===== src/rtl/chacha_qr_pkg.sv =====
// chacha_qr_pkg
//   Shared constants, FSM state encoding and bus address helpers for the
//   ChaCha quarter-round host.
//   Address layout on the byte bus: {word[1:0], byte[1:0]}, word 0=a .. 3=d,
//   byte 0 = bits 7:0 of the word. The flat byte index equals the address.
package chacha_qr_pkg;

  localparam int NUM_BYTES = 16;
  localparam int ADDR_W    = 4;
  localparam int BYTE_W    = 8;

  typedef logic [2:0] state_t;

  localparam state_t ST_IDLE   = 3'd0;
  localparam state_t ST_WRITE  = 3'd1;
  localparam state_t ST_VERIFY = 3'd2;
  localparam state_t ST_QR     = 3'd3;
  localparam state_t ST_QWAIT  = 3'd4;
  localparam state_t ST_READ   = 3'd5;
  localparam state_t ST_DONE   = 3'd6;

  function automatic logic [1:0] addr_word(input logic [ADDR_W-1:0] addr);
    return addr[3:2];
  endfunction

  function automatic logic [1:0] addr_byte(input logic [ADDR_W-1:0] addr);
    return addr[1:0];
  endfunction

  // Byte of a {d,c,b,a} state selected by a bus address.
  function automatic logic [BYTE_W-1:0] sel_byte(
    input logic [NUM_BYTES*BYTE_W-1:0] data,
    input logic [ADDR_W-1:0]           addr
  );
    return data[{addr_word(addr), addr_byte(addr), 3'b000} +: BYTE_W];
  endfunction

endpackage


===== src/rtl/chacha_qr_host.sv =====
// chacha_qr_host
//   Host-side master for the ChaCha quarter-round byte-bus peripheral.
//   Writes a 128-bit {d,c,b,a} state as 16 bytes, pulses bus_qr_en `rounds`
//   times (QR_WAIT idle cycles after each pulse), reads the 16 bytes back and
//   offers them on a valid/ready result port.
//
//   Optional feature macro: CHACHA_QR_HOST_VERIFY_EN
//     defined   -> VERIFY pass after WRITE reads every byte back and sets the
//                  sticky err flag on any mismatch
//     undefined -> no VERIFY pass, err tied to 0
//
//   Ports
//     clk, rst_n            clock, synchronous active-low reset
//     in_valid/in_ready     request handshake; in_data {d,c,b,a}, rounds
//     out_valid/out_ready   result handshake; out_data {d,c,b,a}
//     busy                  high in every state except IDLE
//     err                   sticky readback mismatch (verify builds only)
//     bus_addr/bus_wdata    peripheral address and write byte
//     bus_wr_en/bus_qr_en   peripheral write and quarter-round strobes
//     bus_rdata             peripheral read data (combinational on bus_addr)
//
//   state  | meaning
//   IDLE   | waiting for a request, in_ready=1
//   WRITE  | 16 byte writes, addr 0..15
//   VERIFY | 16 byte readbacks compared with the latched request
//   QR     | one-cycle quarter-round strobe
//   QWAIT  | QR_WAIT idle cycles after a strobe
//   READ   | 16 byte reads into out_data
//   DONE   | out_valid=1 until out_ready
import chacha_qr_pkg::*;

module chacha_qr_host #(
  parameter int QR_WAIT = 2,
  parameter int CNT_W   = 8
) (
  input  logic                        clk,
  input  logic                        rst_n,
  input  logic                        in_valid,
  output logic                        in_ready,
  input  logic [NUM_BYTES*BYTE_W-1:0] in_data,
  input  logic [CNT_W-1:0]            rounds,
  output logic                        out_valid,
  input  logic                        out_ready,
  output logic [NUM_BYTES*BYTE_W-1:0] out_data,
  output logic                        busy,
  output logic                        err,
  output logic [ADDR_W-1:0]           bus_addr,
  output logic [BYTE_W-1:0]           bus_wdata,
  output logic                        bus_wr_en,
  output logic                        bus_qr_en,
  input  logic [BYTE_W-1:0]           bus_rdata
);

  localparam int WAIT_W = (QR_WAIT > 1) ? $clog2(QR_WAIT) : 1;
  localparam logic [WAIT_W-1:0] WAIT_LOAD = WAIT_W'((QR_WAIT > 0) ? QR_WAIT - 1 : 0);

  state_t                      state, state_nxt;
  logic [ADDR_W-1:0]           idx, idx_nxt;
  logic [CNT_W-1:0]            rcnt, rcnt_nxt;
  logic [WAIT_W-1:0]           wcnt, wcnt_nxt;
  logic [NUM_BYTES*BYTE_W-1:0] data_q, data_nxt;
  logic                        accept;
  logic                        last_byte;
  state_t                      after_load;

  assign accept    = (state == ST_IDLE) && in_ready && in_valid;
  assign last_byte = (idx == ADDR_W'(NUM_BYTES - 1));
  // Where to go once the state is loaded, or after a wait: more strobes or readback.
  assign after_load = (rcnt == '0) ? ST_READ : ST_QR;

  always_comb begin
    state_nxt = state;
    idx_nxt   = idx;
    rcnt_nxt  = rcnt;
    wcnt_nxt  = wcnt;
    data_nxt  = data_q;
    case (state)
      ST_IDLE: begin
        if (accept) begin
          state_nxt = ST_WRITE;
          idx_nxt   = '0;
          rcnt_nxt  = rounds;
          data_nxt  = in_data;
        end
      end
      ST_WRITE: begin
        // idx wraps 15 -> 0, so the next byte phase starts at address 0.
        idx_nxt = idx + 1'b1;
        if (last_byte) begin
`ifdef CHACHA_QR_HOST_VERIFY_EN
          state_nxt = ST_VERIFY;
`else
          state_nxt = after_load;
`endif
        end
      end
      ST_VERIFY: begin
        idx_nxt = idx + 1'b1;
        if (last_byte) state_nxt = after_load;
      end
      ST_QR: begin
        rcnt_nxt = rcnt - 1'b1;
        if (QR_WAIT == 0) begin
          state_nxt = (rcnt == CNT_W'(1)) ? ST_READ : ST_QR;
        end else begin
          state_nxt = ST_QWAIT;
          wcnt_nxt  = WAIT_LOAD;
        end
      end
      ST_QWAIT: begin
        if (wcnt == '0) state_nxt = after_load;
        else            wcnt_nxt  = wcnt - 1'b1;
      end
      ST_READ: begin
        idx_nxt = idx + 1'b1;
        if (last_byte) state_nxt = ST_DONE;
      end
      ST_DONE: begin
        if (out_ready) state_nxt = ST_IDLE;
      end
      default: state_nxt = ST_IDLE;
    endcase
  end

  // Outputs are registered from the next-state values so that every bus
  // output lines up with the state it belongs to in the same cycle.
  always_ff @(posedge clk) begin
    if (!rst_n) begin
      state     <= ST_IDLE;
      idx       <= '0;
      rcnt      <= '0;
      wcnt      <= '0;
      data_q    <= '0;
      in_ready  <= 1'b0;
      busy      <= 1'b0;
      out_valid <= 1'b0;
      out_data  <= '0;
      bus_addr  <= '0;
      bus_wdata <= '0;
      bus_wr_en <= 1'b0;
      bus_qr_en <= 1'b0;
    end else begin
      state     <= state_nxt;
      idx       <= idx_nxt;
      rcnt      <= rcnt_nxt;
      wcnt      <= wcnt_nxt;
      data_q    <= data_nxt;
      in_ready  <= (state_nxt == ST_IDLE);
      busy      <= (state_nxt != ST_IDLE);
      out_valid <= (state_nxt == ST_DONE);
      bus_wr_en <= (state_nxt == ST_WRITE);
      bus_qr_en <= (state_nxt == ST_QR);
      bus_addr  <= (state_nxt == ST_WRITE || state_nxt == ST_VERIFY ||
                    state_nxt == ST_READ) ? idx_nxt : '0;
      bus_wdata <= (state_nxt == ST_WRITE) ? sel_byte(data_nxt, idx_nxt) : '0;
      if (state == ST_READ) out_data[{bus_addr, 3'b000} +: BYTE_W] <= bus_rdata;
    end
  end

`ifdef CHACHA_QR_HOST_VERIFY_EN
  always_ff @(posedge clk) begin
    if (!rst_n)                                                     err <= 1'b0;
    else if (state == ST_VERIFY && bus_rdata != sel_byte(data_q, bus_addr)) err <= 1'b1;
  end
`else
  assign err = 1'b0;
`endif

endmodule


===== config.mk =====
export PLATFORM = sky130hd
export DESIGN_NAME = chacha_qr_host
export DESIGN_NICKNAME = d
export VERILOG_FILES = /design/src/rtl/chacha_qr_pkg.sv /design/src/rtl/chacha_qr_host.sv
export SDC_FILE = /design/constraint.sdc
export NUM_CORES = 1
export LEC_CHECK = 0
export ABC_AREA = 1
export CORE_MARGIN = 1.5
export CORE_UTILIZATION = 50
export CTS_CLUSTER_SIZE = 28
export DETAILED_ROUTE_END_ITERATION = 6
export PLACE_DENSITY_LB_ADDON = 0.12
export SLEW_MARGIN = 40
export SYNTH_ARGS = -nofsm -noshare
export SYNTH_HDL_FRONTEND = slang
export SYNTH_SLANG_ARGS = --single-unit

===== constraint.sdc =====
create_clock -name clk -period 2.9 [get_ports clk]
set_input_delay 0.58 -clock clk [delete_from_list [all_inputs] [get_ports clk]]
set_output_delay 0.58 -clock clk [all_outputs]
set_load 0.005 [all_outputs]

**Yosys cells after proc, flatten, opt, wreduce, memory -nomap -nowiden**

Index checks and enable logic that the tools add are counted.
Widths: inputs -> output; s select.

- Register bits: 289
- Bits of input ports: 148
- Word-level logic and storage cells: 64

- Equality and inequality tests: 13
- Muxes and demuxes: 16
- Shifts and indexed selects: 3
- Reductions and logical operators: 15
- Add/sub/neg operators: 4

Operators with widths:

| kind | number |
|---|---|
| $mux 128 | 2 |
| $bwmux 128 | 1 |
| $shift 8x9->128 const A | 1 |
| $shiftx 128x8->8 | 1 |
| $shiftx 8x9->128 | 1 |
| $mux 3 | 6 |
| $pmux 3 s6 | 1 |
| $pmux 8 s2 | 1 |
| $eq 3x3->1 const B | 5 |
| $eq 3x2->1 const B | 4 |
| $neg 7->9 | 1 |
| $logic_not 8->1 | 1 |
| $mux 8 | 1 |
| $pmux 4 s2 | 1 |
| $sub 8x1->8 const B | 1 |
| $eq 3x1->1 const B | 2 |
| $logic_not 3->1 | 2 |
| $reduce_and 2->1 | 3 |
| $add 4x1->4 const B | 1 |
| $eq 4x4->1 const B | 1 |
| $mux 4 | 1 |
| $reduce_bool 2->1 | 2 |
| $reduce_bool 3->1 | 1 |
| $reduce_or 3->1 | 1 |
| 7 further kinds | 9 |

**Longest topological paths before layout**

- Depth in word-level cells: 9
- Gate-level depth with buffers: 14
- Mapped depth without buffers: 13

**Least setup slack after synthesis**

OpenSTA, ideal clock, no wires.

- Kind: register -> register
- From: register bus_addr[0]
- To: register out_data[6]
- Stages on the path, launching flop included: 9
- Library setup time: 0.086 ns
- Arrival time: 2.105 ns
- Slack: 0.710 ns
- Clock period less this slack: 2.190 ns
- Cell sequence: dfxtp_1 -> inv_2 -> buf_1 -> ha_1 -> clkbuf_1 -> nor4_4 -> buf_2 -> nor2_1 -> a211oi_1

- Word-level cells in the longest chain between the ends: 3
- Elaborated cells between the ends (all ways): 4

Ends and longest elaborated chain:

| element | line | text |
|---|---|---|
| from (decl) | chacha_qr_host.sv:47 | `output logic [ADDR_W-1:0] bus_addr,` |
| from (signal assigned) | chacha_qr_host.sv:153 | `bus_addr <= (state_nxt == ST_WRITE \|\| state_nxt == ST_VERIFY \|\|` |
| $neg 7->9 * | chacha_qr_host.sv:156 | `if (state == ST_READ) out_data[{bus_addr, 3'b000} +: BYTE_W] <= bus_rdata;` |
| $shiftx 8x9->128 / $shift 8x9->128 (equally long branches) | chacha_qr_host.sv:156 |  |
| $bwmux 128 * | chacha_qr_host.sv:156 |  |
| to (signal, indexed assignment) | chacha_qr_host.sv:156 |  |
| to (decl) | chacha_qr_host.sv:44 | `output logic [NUM_BYTES*BYTE_W-1:0] out_data,` |

Every way passes the cells marked *; elsewhere a longest branch is shown, timed or not.
A chain may end at the register's enable or synchronous reset.

**Worst setup path in the final report**

- From: register bus_addr[0]
- To: register out_data[119]

The elaborated chain is that of the path after synthesis.

==> flow_summary.ini <==
[run_status]
status = finished, final reports clean

[sta]
tightest_slew_ps = 760
fin_crit_sh_pct = 84.1
whs_ps = 410
fin_crit_ps = 2440
max_slew_margin_pct = 48.9
finClkSkew_ps = 17.7
final-hold-violation-count = 0
setup_ws_ps = 463
fmax_mhz = 410
slew_viol_final = 0
setup-tns-final_ps = 0
rsz0062_at_grt = no
setup_viol = 0

[route]
drt_iter0_drc = 1178
wire_per_inst_um = 14.9
avgViaCountPerCell = 5.07
vias = 12475
ant_nets = 0
wirelength_um = 36600
drt-pass1-iter-count = 5
drc = 0

[clocking]
clock-sinks = 289
numCtsBuffers = 29
insertion_delay_ps = 560
clockBufferDepth = 3
h-tree-depth = 1
ctsHoldBuffers = 0
post_cts_buffers = 0
cts_resized = 0
cts_tree = yes
cts.clk_slew.worst_paths_ps = 60
clock_tree.root_cell = clkbuf_16

[yosys]
netlist_area_mm2 = 0.0127
post-synth-top-count-cell = nand2_1
synth-edff-count = 0
ys_seq_area_share_pct = 45.6
ys.flop_type = dfxtp_1
synth_nets = 2005
synth_top_area_share_pct = 45.6
ys_seq_elements = 289
synth_cell_types = 43
ys_warn_count = 0
syn_area_per_cell_um2 = 6.85
synthTopCellsByArea = dfxtp_1 (46%), nand2_1 (12%), nor2_1 (7.6%)
synthArstFlopShare_pct = 0
synthTopCellsByCount = nand2_1 (421), dfxtp_1 (289), nor2_1 (258), inv_1 (239), nand3_1 (149)
yosys.area.top_type = dfxtp_1
synth_cells = 1851

[power_and_ir_drop]
leakage_nw = 7.48
ir_drop_uv = 449
power_mw = 9.07
power_density_mw_per_mm2 = 538

[job]
max_cap_viol_count = 0

[placed_design]
place_congestion = 0.889
numPortBuffers = 292
dp.cells = 2407
pre_cts_slack_ps = 118
hpwl_um = 26400

[global_route]
grt_max_degree = 74
grt_pass1_wl_um = 57700
grt_pass1_vias = 11268
track_usage_pct = 27.2
gr-total-overflow = 0
grt_antenna_before_repair = 0

[finish]
fill_cells = 2206
drive_gt1_share_pct = 5.96
nets = 2262
stdcell_count = 2462
area_delta_synth_final_pct = 33.0

[floorplanning]
chipWidth_um = 162
core_mm2 = 0.0250
core.rowCount = 58
fp.dieArea_mm2 = 0.0263
initial_core_util_pct = 50.7
dieHeight_um = 162
ioPinCount = 294

[setup_path]
r2r_cells = 11
critical_path_required_ps = 3340
path_cells = inv_2 > ha_1 > clkinv_1 > nor2_1 > inv_1 > nor2_2 > inv_2 > nor2_2 > inv_1 > nand2_1 > a21oi_1
cpPeakStageDelay_ps = 420
cp_slowest_cell = dfxtp_1
critical_path_class = flip-flop to flip-flop
startpoint_type = flip-flop
critPathArrivalTime_ps = 2880
endpoint_kind = flip-flop
crit_fanout = 19

[hold_path]
holdCritPathClass = input pin to flip-flop
holdPathStages = 3
## cell families (layout without fill, tap and decap cells)
| family | after synthesis | after routing | synth area share (%) |
|---|---|---|---|
| buffers and inverters | 355 | 635 | 11.3 |
| adders and majority gates | 6 | 6 | 0.592 |
| AOI/OAI and AO/OA | 303 | 303 | 12.4 |
| and+or+nand+nor | 895 | 895 | 29.9 |
| DFF | 289 | 289 | 45.6 |
| other | 1 | 2 | 0.0296 |
| xor gates and xnor gates | 2 | 2 | 0.197 |
## power by group
group / internal [mW] / leakage (nW) / switching [mW]
registers: 4.11 / 2.35 / 0.0433
logic: 0.488 / 4.65 / 0.677
clock network: 2.16 / 0.477 / 1.59
## cells in the final DEF (no fill, tap or decap), drive strengths merged, types with 3 or more instances in the layout
cell type / instances
nand2: 427
clkdlybuf4s50: 291
dfxtp: 289
nor2: 270
inv: 255
o21ai: 178
nand3: 151
a21oi: 107
clkbuf: 42
buf: 35
nor3: 24
nand4: 17
a211oi: 9
clkinv: 9
ha: 6
a31oi: 3
## flip-flops by register name, summed over array words and instances, names as in the netlist
signal and flops:
bus_addr 4, bus_qr_en 1, bus_wdata 8, bus_wr_en 1
busy 1, data_q 128, idx 4, in_ready 1
out_data 128, out_valid 1, rcnt 8, state 3
wcnt 1
## final cells by class
type                            count  area [µm²]  share of cell area (%)
Inverter                          255         962                    5.70
Clock inverter                     12        97.6                   0.579
Antenna cell                        1        2.50                  0.0148
Multi-Input combinational cell   1207        5470                    32.4
Clock buffer                       42         865                    5.13
Timing Repair Buffer              326        3270                    19.4
Sequential cell                   289        5790                    34.3
Tap cell                          330         413                    2.45
## stage by stage
step                utilization (%)  instance area (µm²)
finish                         67.4                16900
global route                   67.4                16900
CTS                            67.4                16900
detailed placement             63.5                15900
global placement               63.5                15900
floorplan                         -                12700
## worst max-delay path: cells and delay by family, from the launching register on
kind / cells / cell delay, ps
AOI/OAI and AO/OA: 1 / 60
adders and majority gates: 1 / 350
buffers and inverters: 5 / 740
DFF: 1 / 420
and+or+nand+nor: 4 / 750
## routing by layer
| layer | wire length [µm] | track usage (%) | up-vias |
|---|---|---|---|
| met5 | 0 | 0 | - |
| met4 | 904 | 7.46 | 0 |
| met3 | 2350 | 3.50 | 56 |
| met2 | 17800 | 48.1 | 420 |
| met1 | 15500 | 34.6 | 5673 |
| li1 | - | - | 6326 |
## path summary, 6_finish.rpt
path / start / to / slack (ps)
hold reg to reg: out_data[27]$_SDFFE_PN0P_ / out_data[27]$_SDFFE_PN0P_ / 440
setup / recovery: bus_addr[0]$_SDFF_PN0_ / out_data[119]$_SDFFE_PN0P_ / 460
setup reg to reg: bus_addr[0]$_SDFF_PN0_ / out_data[119]$_SDFFE_PN0P_ / 460
hold / removal: rst_n / rcnt[3]$_SDFFE_PN0P_ / 410
(Power assumes the default switching activity.)
